**src/rtl/mem_port_arbiter.sv**
```systemverilog
// mem_port_arbiter
//   Arbitrates four requesters (two threads x {fetch, data}) onto a single
//   memory command port. Only one transaction is outstanding at a time.
//   Data requests beat fetch requests. Within a kind, the thread that did not
//   win last time is preferred. Reads wait for mem_mfc or abort after TIMEOUT
//   cycles. Writes complete one cycle after the strobe.
//
// Ports
//   clk, reset        : clock, asynchronous active-high reset
//   req[3:0]          : pending requests, index = 2*tid + kind (kind 1 = data)
//   req_rnotw[3:0]    : per-requester direction, 1 = read
//   req_addr[63:0]    : four packed 16-bit addresses (requester i at [16i+:16])
//   req_wdata[63:0]   : four packed 16-bit write words, same packing
//   gnt/done/err[3:0] : one-hot single-cycle pulses (accept / complete / timeout)
//   rdata[15:0]       : read result, valid while done is high for a read
//   busy              : high whenever a transaction is in flight
//   mem_strobe        : one-cycle command strobe
//   mem_rnotw, mem_addr, mem_wdata : command fields, held for the transaction
//   mem_mfc, mem_rdata: memory completion and read data
module mem_port_arbiter #(
    parameter int TIMEOUT = 15
) (
    input  logic        clk,
    input  logic        reset,
    input  logic [3:0]  req,
    input  logic [3:0]  req_rnotw,
    input  logic [63:0] req_addr,
    input  logic [63:0] req_wdata,
    output logic [3:0]  gnt,
    output logic [3:0]  done,
    output logic [3:0]  err,
    output logic [15:0] rdata,
    output logic        busy,
    output logic        mem_strobe,
    output logic        mem_rnotw,
    output logic [15:0] mem_addr,
    output logic [15:0] mem_wdata,
    input  logic        mem_mfc,
    input  logic [15:0] mem_rdata
);

    localparam int CW = $clog2(TIMEOUT + 1);

    typedef enum logic [1:0] {
        IDLE    = 2'd0,
        RD_WAIT = 2'd1,
        WR_DONE = 2'd2
    } state_t;

    state_t        state;
    logic [CW-1:0] cnt;
    logic          last_tid;
    logic [1:0]    owner;

    // Winner selection: pick the kind first, then the thread within it.
    logic       data_any;
    logic [1:0] pair;
    logic       win_tid;
    logic [1:0] win_idx;

    always_comb begin
        data_any = req[1] | req[3];
        pair     = data_any ? {req[3], req[1]} : {req[2], req[0]};
        // Both threads asking: alternate away from the last winner.
        win_tid  = (pair == 2'b11) ? ~last_tid : pair[1];
        win_idx  = {win_tid, data_any};
    end

    assign busy = (state != IDLE);

    always_ff @(posedge clk or posedge reset) begin
        if (reset) begin
            state      <= IDLE;
            cnt        <= '0;
            last_tid   <= 1'b1;
            owner      <= 2'd0;
            gnt        <= 4'b0;
            done       <= 4'b0;
            err        <= 4'b0;
            rdata      <= 16'h0;
            mem_strobe <= 1'b0;
            mem_rnotw  <= 1'b1;
            mem_addr   <= 16'h0;
            mem_wdata  <= 16'h0;
        end else begin
            // Pulses default low every cycle.
            gnt        <= 4'b0;
            done       <= 4'b0;
            err        <= 4'b0;
            mem_strobe <= 1'b0;
            case (state)
                IDLE: begin
                    if (|req) begin
                        gnt        <= 4'b0001 << win_idx;
                        mem_strobe <= 1'b1;
                        mem_addr   <= req_addr[{win_idx, 4'b0000} +: 16];
                        mem_wdata  <= req_wdata[{win_idx, 4'b0000} +: 16];
                        mem_rnotw  <= req_rnotw[win_idx];
                        last_tid   <= win_tid;
                        owner      <= win_idx;
                        cnt        <= '0;
                        state      <= req_rnotw[win_idx] ? RD_WAIT : WR_DONE;
                    end
                end
                WR_DONE: begin
                    done  <= 4'b0001 << owner;
                    state <= IDLE;
                end
                RD_WAIT: begin
                    if (mem_mfc) begin
                        rdata <= mem_rdata;
                        done  <= 4'b0001 << owner;
                        state <= IDLE;
                    end else if (cnt == CW'(TIMEOUT - 1)) begin
                        // Counter reaches TIMEOUT on this edge: abort.
                        cnt   <= CW'(TIMEOUT);
                        err   <= 4'b0001 << owner;
                        state <= IDLE;
                    end else begin
                        cnt <= cnt + 1'b1;
                    end
                end
                default: state <= IDLE;
            endcase
        end
    end

endmodule

```
**config.mk**
```make
export PLATFORM = sky130hd
export DESIGN_NAME = mem_port_arbiter
export DESIGN_NICKNAME = d
export VERILOG_FILES = /design/src/rtl/mem_port_arbiter.sv
export SDC_FILE = /design/constraint.sdc
export NUM_CORES = 1
export LEC_CHECK = 0
export BUFFER_PORTS_ARGS = -buffer_cell sky130_fd_sc_hd__buf_2
export CAP_MARGIN = 20
export CORE_AREA = 2 2 100 102
export DETAILED_ROUTE_END_ITERATION = 10
export DIE_AREA = 0 0 102 104
export PLACE_DENSITY = 0.82
export SLEW_MARGIN = 20
export SYNTH_ARGS = -nofsm -noshare
export SYNTH_HDL_FRONTEND = slang
export SYNTH_SLANG_ARGS = --single-unit
```
**constraint.sdc**
```tcl
create_clock -name clk -period 2.05 [get_ports clk]
set_input_delay 0.1025 -clock clk [delete_from_list [all_inputs] [get_ports clk]]
set_output_delay 0.1025 -clock clk [all_outputs]
set_load 0.1 [all_outputs]
```
======== Yosys cells after proc, flatten, opt, wreduce, memory -nomap -nowiden ========
Index checks and enable logic that the tools add are counted.
cells by class
  muxes and demuxes ....................... 22
  bitwise gates (word level) .............. 2
  $add $sub $neg .......................... 1
  reductions and logical operators ........ 8
  shift-type cells ........................ 4
  $lt $le $gt $ge ......................... 1
  equal/unequal tests ..................... 7
operators with widths
  cell                                                                   number
  64-bit by 7-bit variable part select with 16-bit output                2
  4-bit two-way mux                                                      9
  4-bit one-hot mux with 2 select lines                                  2
  2-bit two-way mux                                                      5
  1-bit by 2-bit << shifter with 4-bit output (first input constant)     2
  2-bit AND reduction                                                    3
  4-bit by 1-bit adder with 4-bit output (second input constant)         1
  2-bit == test (second input constant)                                  2
  4-bit == test (second input constant)                                  1
  1-bit two-way mux                                                      4
  2-bit inequality test (second input constant)                          2
  2-bit one-hot mux with 2 select lines                                  1
  2-bit nonzero test                                                     2
  4-bit OR reduction                                                     1
  2-bit by 3-bit < comparator with 1-bit output (second input constant)  1
  3-bit inequality test (second input constant)                          1
  3-bit AND reduction                                                    1
  1-bit binary-select mux with 2-bit select                              1
  2-bit by 1-bit == test with 1-bit output (second input constant)       1
  2-bit zero test                                                        1
  1-bit inverter                                                         1
  1-bit bitwise OR                                                       1
word-level totals
  logic and storage cells ................. 57
  output and inout bits ................... 63
  bits in registers ....................... 71

======== Longest topological paths before layout ========
Gate-level depths: netlist of the first run.
  depth in word-level cells ............... 9
  gate-level depth with buffers ........... 7

======== Worst setup path after synthesis of the first run ========
OpenSTA, ideal clock, no wires.
  kind .................................... register to register
  start point ............................. register last_tid
  end point ............................... register mem_addr[0]
  period minus slack after synthesis ...... 1.646 ns
  cell stages (with the launch flop) ...... 7
  arrival ................................. 1.554 ns
  path buffers ............................ 2
  path slack .............................. 0.404 ns
  required time ........................... 1.958 ns
  cells stage by stage .................... dfstp_2 -> nand2_2 -> a21o_1 -> buf_6 -> buf_6 -> mux2_4 -> o31ai_2
on the way
  longest elaborated chain between the ends .. 3
RTL lines
  element                                                  line  text
  from (decl)                                              52    logic last_tid;
  from (signal assigned)                                   99    last_tid <= win_tid;
  1-bit inverter                                           65    win_tid = (pair == 2'b11) ? ~last_tid : pair[1];
  1-bit two-way mux                                        65
  64-bit by 7-bit variable part select with 16-bit output  96    mem_addr <= req_addr[{win_idx, 4'b0000} +: 16];
  to (signal assigned)                                     96
  to (decl)                                                36    output logic [15:0] mem_addr,
No other way between the ends.
A chain may end at the register's enable or synchronous reset.

======== Worst setup path after layout of the first run ========
  start point ............................. register last_tid
  end point ............................... register mem_wdata[3]
on the way
  longest elaborated chain between the ends .. 3
RTL lines
  element                                                  line  text
  1-bit inverter                                           65
  1-bit two-way mux                                        65
  64-bit by 7-bit variable part select with 16-bit output  97    mem_wdata <= req_wdata[{win_idx, 4'b0000} +: 16];
  to (signal assigned)                                     97
  to (decl)                                                37    output logic [15:0] mem_wdata,
No other way between the ends.

==> results of run 1 <==
[metrics by stage]
| stage | cell area [um2] | worst slack, ps | power, W |
|---|---|---|---|
| after floorplan | 4240 | 154 | 0.00833 |
| after global placement | 5460 | 309 | 0.00945 |
| after detailed placement | 5460 | 293 | 0.00959 |
| after CTS | 5820 | 270 | 0.0109 |
| after global routing | 5830 | 188 | 0.0113 |
| final | 5830 | 269 | 0.0108 |
[sequential cells by signal, indices dropped and copies added (netlist names)]
name        flops
cnt             4
done            4
err             4
gnt             4
last_tid        1
mem_addr       16
mem_rnotw       1
mem_strobe      1
mem_wdata      16
owner           2
rdata          16
state           2
[kinds of logic (layout without fill, tap and decap cells)]
kind of cell               Yosys count  count (layout)  synth area share (%)
AOI/OAI and AO/OA                   87              87                  18.4
and+or+nand+nor                    167             167                  17.5
adders and majority gates            5               5                  1.47
other                                0               1                     0
muxes                               49              49                  15.5
buffers and inverters               44             270                  5.25
DFF                                 71              71                  41.9
[worst max path at each step]
stage | startpoint | end | slack (ps)
floorplan | reset | cnt[0] | 150
global placement | last_tid | mem_wdata[15] | 310
global route | last_tid | mem_addr[14] | 190
CTS | last_tid | mem_wdata[1] | 270
finish | last_tid | mem_wdata[3] | 270
detailed placement | last_tid | mem_addr[14] | 290
[power by group]
part	internal (W)	leakage [nW]	switching (W)
Sequential	0.00203	0.874	0.000364
Clock	0.000695	0.104	0.000564
Combinational	0.00157	2.04	0.00561
[per-layer routing]
metal	share of wire (%)	global-route usage [%]	vias to the layer above	wire, um
met5	0	0	-	0
met4	2.6	9.71	0	326
met3	7.0	4.17	21	873
met2	51	40.9	168	6350
met1	39	26.9	1890	4850
li1	-	-	1937	-
[area by class of cell]
class                      instances  area [um2]  share of cell area [%]
multi-input combinational        308        2260                    38.8
sequential                        71        1780                    30.5
timing repair buffer             244        1360                    23.4
tap                              133         166                    2.86
clock buffer                      10         128                    2.19
clock inverter                     6        92.6                    1.59
inverter                          10        37.5                   0.644
antenna                            1        2.50                  0.0430
[synthesized netlist by cell type, types with 2 or more instances]
cell,count,area (um2)
and3_1,33,206
mux2_2,17,191
o2bb2ai_1,2,17.5
buf_2,13,65.1
dfrtp_1,69,1730
mux2_4,28,420
a211oi_1,32,240
nor3_1,4,20.0
o31ai_1,5,37.5
a21oi_1,4,20.0
o21ai_0,4,20.0
nor2_1,74,278
dfstp_2,2,52.6
buf_6,4,45.0
buf_4,3,22.5
mux2_1,4,45.0
o31ai_2,28,350
nor2b_1,3,18.8
nand2_1,45,169
o21ai_1,3,15.0
nand2b_1,4,25.0
inv_1,9,33.8
clkbuf_1,13,48.8
ha_1,5,62.6
[what timing repair did]
| action | CTS | global route |
|---|---|---|
| hold endpoints to repair | 37 | 0 |
| hold buffers | 14 | 0 |
| buffers inserted | 0 | 0 |
==> impl_summary.txt, run 1 <==
----------------------------------------------------
[Finish]
  Final non-filler cell total ... between 700 and 800
  Commonest cells after routing, fill and taps aside ... buf_2 (217), nor2_1 (73), dfrtp_1 (69)
  Nets ... ~800
  Area growth from synthesis to layout ... 37.3%
  Count of fill cells added during filler insertion ... about 800
  Most common cell after layout, fill and taps aside ... buf_2
  Fraction of final layout cells with drive strength greater than 1 ... between 50% and 60%
  Fraction of the core area covered by cells at the end of the flow ... 61.0%

[Worst setup path]
  Critical path class ... reg -> reg
  Number of cells traversed by the worst register-to-register path ... 5
  Data arrival time of the worst path ... approximately 2000 ps
  Worst path top cell family by delay ... flip-flops
  CP startpoint kind ... flop
  Worst Path Max Fanout ... 19
  Slowest cell on the critical path ... dfstp_2
  Worst R2R End ... mem_wdata[3]
  Number of cells on the critical path ... 5
  Maximum cell stage delay along the critical path ... approximately 580 ps
  Ordered cell list for the critical path ... a21boi_1 -> a21o_2 -> buf_4 -> mux2_4 -> o31ai_2
  Reg2Reg Launch Point ... last_tid
  Buffers & Inverters on Critical Path ... 1
  Endpoint required time on the critical path ... 2300 ps
  Worst setup slack for register-to-register paths ... roughly 270 ps
  Worst setup EP type ... flop

[Drt]
  Per-cell via count in the routed design ... between 5 and 6
  Post-route antenna net violation count ... 0
  Count of vias placed by the detailed router ... ~4000
  Number of design rule violations left after detail routing ... 0
  Violation count after the first detailed-routing iteration ... between 150 and 200
  Wire per inst ... between 15 and 20 um
  Overall routed net length ... 12400 um
  Initial DRT Pass Iterations ... 4

[STA]
  Tcrit/Tclk final ... a little under 90%
  Pins over their slew limit ... 0
  RSZ-0062 raised after global routing ... no
  Worst-case hold slack ... ~25 ps
  Final setup TNS ... 0 ps
  Rel. slew slack ... between 60% and 70%
  Final Hold Vio Count ... 0
  Worst setup skew after layout ... slightly above 9 ps
  Transition time of the tightest slew-check pin ... between 500 and 600 ps
  Top achievable clock speed ... roughly 560 MHz
  Minimum period implied by the final worst setup slack ... between 1500 and 2000 ps
  Setup violators final ... 0

[Clock tree]
  Root buffer cell ... clkbuf_8
  Clock Pin Slew Worst Setup and Hold Paths ... approximately 80 ps
  Number of buffers on the longest clock path ... 2
  Clock sink count ... approximately 70
  Num CTS Buffers ... 9
  Clock latency on the worst-skew pair ... roughly 340 ps
  Number of H-tree levels ... 3
  Number of gates resized after cts ... 0
  CTS tree ... built

[Power]
  Worst vdd rail ir drop ... 1.02 mV
  Ratio of total power to cell area ... approximately 1900 mW/mm2
  Static Leakage ... ~3 nW

[Flow run]
  Max-capacitance violation count ... 0

[Logic synthesis]
  Synthesized area ... between 0.004 and 0.005 mm2
  Number of synthesized register bits ... 71
  Mean instance size in the synthesized netlist ... 10.0 um2
  Number of warnings reported in the yosys synthesis log ... 0
  Number of enable-type register cells in the synthesized netlist ... 0
  Post-synth top flop ... dfrtp_1
  Async set or reset register ratio after synthesis ... 100%
  Library cells used by synthesis ... 39
  Post-synthesis instance total ... approximately 420
  Proportion of synthesized chip area in sequential cells ... 41.9%
  Post-synth net total ... between 500 and 600

[Hold path]
  Endpoint of the worst hold-timing path ... rdata[13]
  Cells on Worst Hold Path ... 2
  Type of the most critical hold path ... in -> reg
  Min-delay src ... mem_rdata[13]

[Global routing]
  Antenna violations before repair ... 1
  Total global routing track utilization ... between 20% and 30%
  Aggregate global routing overflow ... 0
  Vias in the first global route ... approximately 4200
  First-pass GRT wire length ... 19600 um
  Maximum number of pins on one net before global-route repair ... 48

[Floorplan]
  DIE HEIGHT ... roughly 100 um
  Ports placed on the boundary ... approximately 220
  Core Region ... 0.00955 mm2
  Initial Util ... ~44%
  FP Rows ... 36
  Die outline width ... 102 um
  Die footprint ... 0.0106 mm2

[Place]
  Post-detail-place hpwl ... slightly above 9000 um
  Number of placed instances, taps included ... around 750
  Final weighted congestion in routability-driven placement ... 0.832
  Port Buffers ... ~220

[Outcome]
  Status ... completed

----------------------------------------------------
No activity file was read; power rests on OpenSTA's default activity.
==> inputs of run 2 (changes only) <==
Clock period 2.05 ns to 1.94 ns, I/O delays scaled along.
==> impl_summary.txt, run 2 (same netlist as run 1, synthesis figures left out) <==
----------------------------------------------------
[Outcome]
  Status ... completed

[Finish]
  Count of fill cells added during filler insertion ... approximately 820
  Register Area ... about 0.0018 mm2
  Fraction of final layout cells with drive strength greater than 1 ... roughly 50%
  Total area of multi-input combinational cells ... 0.00226 mm2
  Most common cell after layout, fill and taps aside ... buf_2
  Area growth from synthesis to layout ... 37.1%
  Nets ... ~800
  Antenna diode count ... 0
  Largest registers ... mem_addr: 16 flops, mem_wdata: 16 flops, rdata: 16 flops
  Commonest cells after routing, fill and taps aside ... buf_2 (217), nor2_1 (73), dfrtp_1 (69)

[STA]
  Transition time of the tightest slew-check pin ... roughly 560 ps
  Pins over their slew limit ... 0
  RSZ-0062 raised after global routing ... no
  Final Hold Vio Count ... 0
  Rel. slew slack ... about 63%
  Worst setup skew after layout ... 9.15 ps
  Minimum period implied by the final worst setup slack ... 1800 ps
  Setup violators final ... 0
  Tcrit/Tclk final ... between 90% and 100%
  Top achievable clock speed ... 556 MHz
  Final setup TNS ... 0 ps

[Power]
  Worst vdd rail ir drop ... around 0.99 mV
  Total power after layout ... between 0.01 and 0.015 W
  Static Leakage ... 3.02 nW
  Ratio of total power to cell area ... approximately 2000 mW/mm2

[Floorplan]
  Die outline width ... a little over 100 um
  Initial Util ... roughly 44%
  DIE HEIGHT ... between 100 and 150 um
  Core Region ... around 0.0095 mm2
  Die footprint ... 0.0106 mm2
  FP Rows ... 36
  Ports placed on the boundary ... between 200 and 250

[Place]
  Port Buffers ... approximately 220
  Final weighted congestion in routability-driven placement ... around 0.85
  Post-detail-place hpwl ... between 9000 and 10000 um

[Drt]
  Per-cell via count in the routed design ... between 5 and 6
  Post-route antenna net violation count ... 0
  Wire per inst ... between 15 and 20 um
  Overall routed net length ... ~13000 um
  Initial DRT Pass Iterations ... 4
  Count of vias placed by the detailed router ... a little over 4000
  Violation count after the first detailed-routing iteration ... ~150
  Number of design rule violations left after detail routing ... 0

[Worst setup path]
  Worst Path Max Fanout ... 15
  Endpoint required time on the critical path ... around 2200 ps
  CP startpoint kind ... flop
  Data arrival time of the worst path ... between 2000 and 2500 ps
  Critical path class ... reg -> reg
  Worst setup EP type ... flop

[Flow run]
  Max-capacitance violation count ... 0

[Global routing]
  Total global routing track utilization ... between 20% and 30%
  Vias in the first global route ... between 4000 and 5000
  First-pass GRT wire length ... roughly 20000 um
  Aggregate global routing overflow ... 0
  Maximum number of pins on one net before global-route repair ... 72
  Antenna violations before repair ... 1

[Clock tree]
  Post-CTS Hold Fix Bufs ... 12
  CTS tree ... built
  Clock latency on the worst-skew pair ... 330 ps
  Clock Pin Slew Worst Setup and Hold Paths ... about 80 ps
  Number of H-tree levels ... 3
  Num CTS Buffers ... 9
  Clock sink count ... about 70
  Number of buffers on the longest clock path ... 2
  Number of gates resized after cts ... 0
  Buffer count from post-CTS setup fixing ... 0
  Root buffer cell ... clkbuf_8

[Hold path]
  Type of the most critical hold path ... in -> reg

----------------------------------------------------
-- run 2: final cells by class --
class	count	share of cell area (%)
clock buffers	11	2.26
clock inverters	5	1.83
inverters	10	0.645
multi-input cells	308	38.8
flip-flops and latches	71	30.6
well taps	133	2.86
repair buffers	242	23.0
-- run 2: stage by stage --
step / instance area, um2 / utilization, % / setup WS [ps] / hold WS [ps] / instances
CTS: 5820 / 61.0 / 116 / 0.872 / 780
global placement: 5460 / 57.2 / 212 / 200 / 752
floorplan: 4240 / - / 49.7 / 248 / 423
finish: 5820 / 61.0 / 140 / 16.7 / 780
detailed placement: 5460 / 57.2 / 144 / 210 / 752
global route: 5820 / 61.0 / 17.7 / 1.29 / 780
-- run 2: routing by layer --
metal	vias up	wire, um	GRT usage [%]
li1	1935	-	-
met1	1953	4670	24.2
met2	185	6760	46.3
met3	29	847	4.91
met4	2	316	9.33
met5	-	11	0
-- run 2: power breakdown --
part	internal (W)	total (W)	leakage [nW]	switching [W]
Sequential	0.00215	0.00254	0.874	0.000389
Clock	0.000858	0.00140	0.114	0.000543
Combinational	0.00164	0.00757	2.03	0.00593
Total	0.00465	0.0115	3.02	0.00686
-- run 2: worst max-delay path, cell delays in order (launching register included) --
cell      delay, ps
dfstp_2         580
a21boi_1        100
a21o_2          230
buf_4           220
mux2_1          330
o31ai_1         230
-- run 2: worst paths after layout --
kind	start	end	slack (ps)	cells past startpoint
worst max-delay path	last_tid	mem_addr[12]	140	5
worst min-delay path	mem_rdata[9]	rdata[9]	20	2
worst max register to register	last_tid	mem_addr[12]	140	5
worst min register to register	mem_rnotw	mem_rnotw	470	2
max in group asynchronous	reset	last_tid	1180	4
min in group asynchronous	reset	rdata[2]	440	4
==> inputs of run 3 (changes only) <==
Settings changed: CORE_AREA 2 2 100 102 to 2 2 96 98, DIE_AREA 0 0 102 104 to 0 0 98 100, PLACE_DENSITY 0.82 to 0.88, REMOVE_ABC_BUFFERS from default to 1.
Clock period 1.94 ns to 2.1 ns, I/O delays scaled along.
==> impl_summary.txt, run 3 (same netlist as run 1, synthesis figures left out) <==
----------------------------------------------------
[Global routing]
  First-pass GRT wire length ... around 19000 um
  Maximum number of pins on one net before global-route repair ... 47
  Met1 layer usage reported by global route ... about 28%
  Aggregate global routing overflow ... 0
  Vias in the first global route ... 4171
  Total global routing track utilization ... between 20% and 30%
  Met2 layer usage reported by global route ... 45.1%
  Most used routing layer ... met2
  Met3 usage in global routing ... approximately 5.7%
  Antenna violations before repair ... 0

[Finish]
  Nets ... about 800
  Fraction of final layout cells with drive strength greater than 1 ... approximately half
  Largest registers ... mem_addr: 16 flops, mem_wdata: 16 flops, rdata: 16 flops
  Most common cell after layout, fill and taps aside ... buf_2
  Final non-filler cell total ... between 700 and 800
  Count of fill cells added during filler insertion ... about 740
  Antenna diode count ... 0
  Area growth from synthesis to layout ... 36.0%
  Commonest cells after routing, fill and taps aside ... buf_2 (217), nor2_1 (73), dfrtp_1 (69)

[Hold path]
  Type of the most critical hold path ... in -> reg
  Min-delay src ... mem_rdata[0]
  Endpoint of the worst hold-timing path ... rdata[0]
  Cells on Worst Hold Path ... 2

[Drt]
  Per-cell via count in the routed design ... 5.35
  Wire per inst ... between 15 and 20 um
  Initial DRT Pass Iterations ... 4
  Number of design rule violations left after detail routing ... 0
  Post-route antenna net violation count ... 0
  Count of vias placed by the detailed router ... 4062
  Overall routed net length ... around 12000 um
  Violation count after the first detailed-routing iteration ... roughly 130

[Power]
  Net switching component of the power ... about 0.0063 W
  Switching Fraction ... about three fifths
  Relative contribution of sequential cells to total power ... between 20 and 25%
  Worst vdd rail ir drop ... 0.962 mV
  Proportion of power drawn by the clock network ... a little under an eighth
  Proportion of power drawn by combinational gates ... between 60% and 70%
  Pint ... around 0.0042 W
  Static Leakage ... approximately 3 nW
  Ratio of total power to cell area ... roughly 1800 mW/mm2

[Worst setup path]
  Critical path class ... reg -> reg
  Reg2Reg Launch Point ... last_tid
  Maximum cell stage delay along the critical path ... between 500 and 600 ps
  Worst setup slack for register-to-register paths ... 250 ps
  Buffers & Inverters on Critical Path ... 1
  Worst path top cell family by delay ... flip-flops
  Endpoint required time on the critical path ... about 2300 ps
  CP startpoint kind ... flop
  Data arrival time of the worst path ... 2080 ps
  Slowest cell on the critical path ... dfstp_2
  Worst setup EP type ... flop
  Ordered cell list for the critical path ... a21boi_1 -> a21o_2 -> buf_4 -> mux2_1 -> o31ai_1
  Worst Path Max Fanout ... 21
  Number of cells traversed by the worst register-to-register path ... 5
  Worst R2R End ... mem_addr[14]

[Clock tree]
  Num CTS Buffers ... 9
  Buffer count from post-CTS setup fixing ... 0
  Number of buffers on the longest clock path ... 2
  Clock sink count ... 71
  Root buffer cell ... clkbuf_8
  Clock latency on the worst-skew pair ... between 300 and 400 ps
  Post-CTS Hold Fix Bufs ... 13
  Clock Pin Slew Worst Setup and Hold Paths ... 80 ps
  Number of H-tree levels ... 3
  CTS tree ... built
  Number of gates resized after cts ... 0

[STA]
  Final Hold Vio Count ... 0
  RSZ-0062 raised after global routing ... no
  Pins over their slew limit ... 0
  Setup violators final ... 0
  Rel. slew slack ... between 50% and 60%
  Minimum period implied by the final worst setup slack ... 1850 ps
  Transition time of the tightest slew-check pin ... between 600 and 700 ps
  Tcrit/Tclk final ... between 80 and 90%
  Top achievable clock speed ... between 500 and 600 MHz
  Worst-case hold slack ... roughly 16 ps
  Worst setup skew after layout ... ~10 ps

[Floorplan]
  Die footprint ... 0.00980 mm2
  Initial Util ... approximately 48%
  Die outline width ... ~100 um
  Ports placed on the boundary ... around 220
  DIE HEIGHT ... about 100 um
  FP Rows ... 35
  Core Region ... a little under 0.009 mm2

[Outcome]
  Status ... completed

[Place]
  Port Buffers ... between 200 and 250
  Post-detail-place hpwl ... about 8800 um
  Final weighted congestion in routability-driven placement ... ~0.82
  Number of placed instances, taps included ... 730

[Flow run]
  Max-capacitance violation count ... 0

----------------------------------------------------
==> run 3: stage by stage <==
| step | area, um2 | worst slack [ps] | power, W | utilization [%] | TNS (ps) |
|---|---|---|---|---|---|
| after global placement | 5420 | 360 | 0.00914 | 61.0 | 0 |
| final | 5770 | 253 | 0.0105 | 64.9 | 0 |
| after global routing | 5770 | 124 | 0.0110 | 64.9 | 0 |
| after CTS | 5770 | 236 | 0.0106 | 64.9 | 0 |
| after floorplan | 4060 | -770 | 0.00792 | - | -28450 |
| after detailed placement | 5420 | 279 | 0.00930 | 61.0 | 0 |
==> run 3: cell type report <==
class	count	area, um2	area share [%]
multi-input cells	308	2260	39.1
flip-flops and latches	71	1780	30.8
repair buffers	243	1340	23.2
well taps	111	139	2.41
clock buffers	9	124	2.15
clock inverters	7	95.1	1.65
inverters	10	37.5	0.650
==> run 3: per-layer routing <==
metal	share of wire [%]	vias to the layer above
li1	-	1931
met1	39	1920
met2	52	178
met3	6.6	33
met4	2.5	0
met5	0	-
==> run 3: power groups by stage <==
stage	clock network, W	logic, W	registers (W)
floorplan	0	0.00182	0.00610
global placement	0	0.00684	0.00230
detailed placement	0	0.00696	0.00234
CTS	0.00124	0.00699	0.00232
global route	0.00131	0.00727	0.00240
finish	0.00121	0.00697	0.00233
==> run 3: worst register-to-register path, stage by stage (launching register included) <==
cell      delay, ps
dfstp_2         590
a21boi_1         90
a21o_2          200
buf_4           250
mux2_1          360
o31ai_1         260
==> run 3: worst max path at each step <==
stage | from | endpoint | cells after the start
2_1_floorplan | state[0] | owner[0] | 6
3_3_place_gp | last_tid | mem_wdata[15] | 5
3_5_place_dp | last_tid | mem_addr[5] | 5
4_1_cts | last_tid | mem_addr[14] | 5
5_1_grt | last_tid | mem_addr[14] | 5
6_report | last_tid | mem_addr[14] | 5
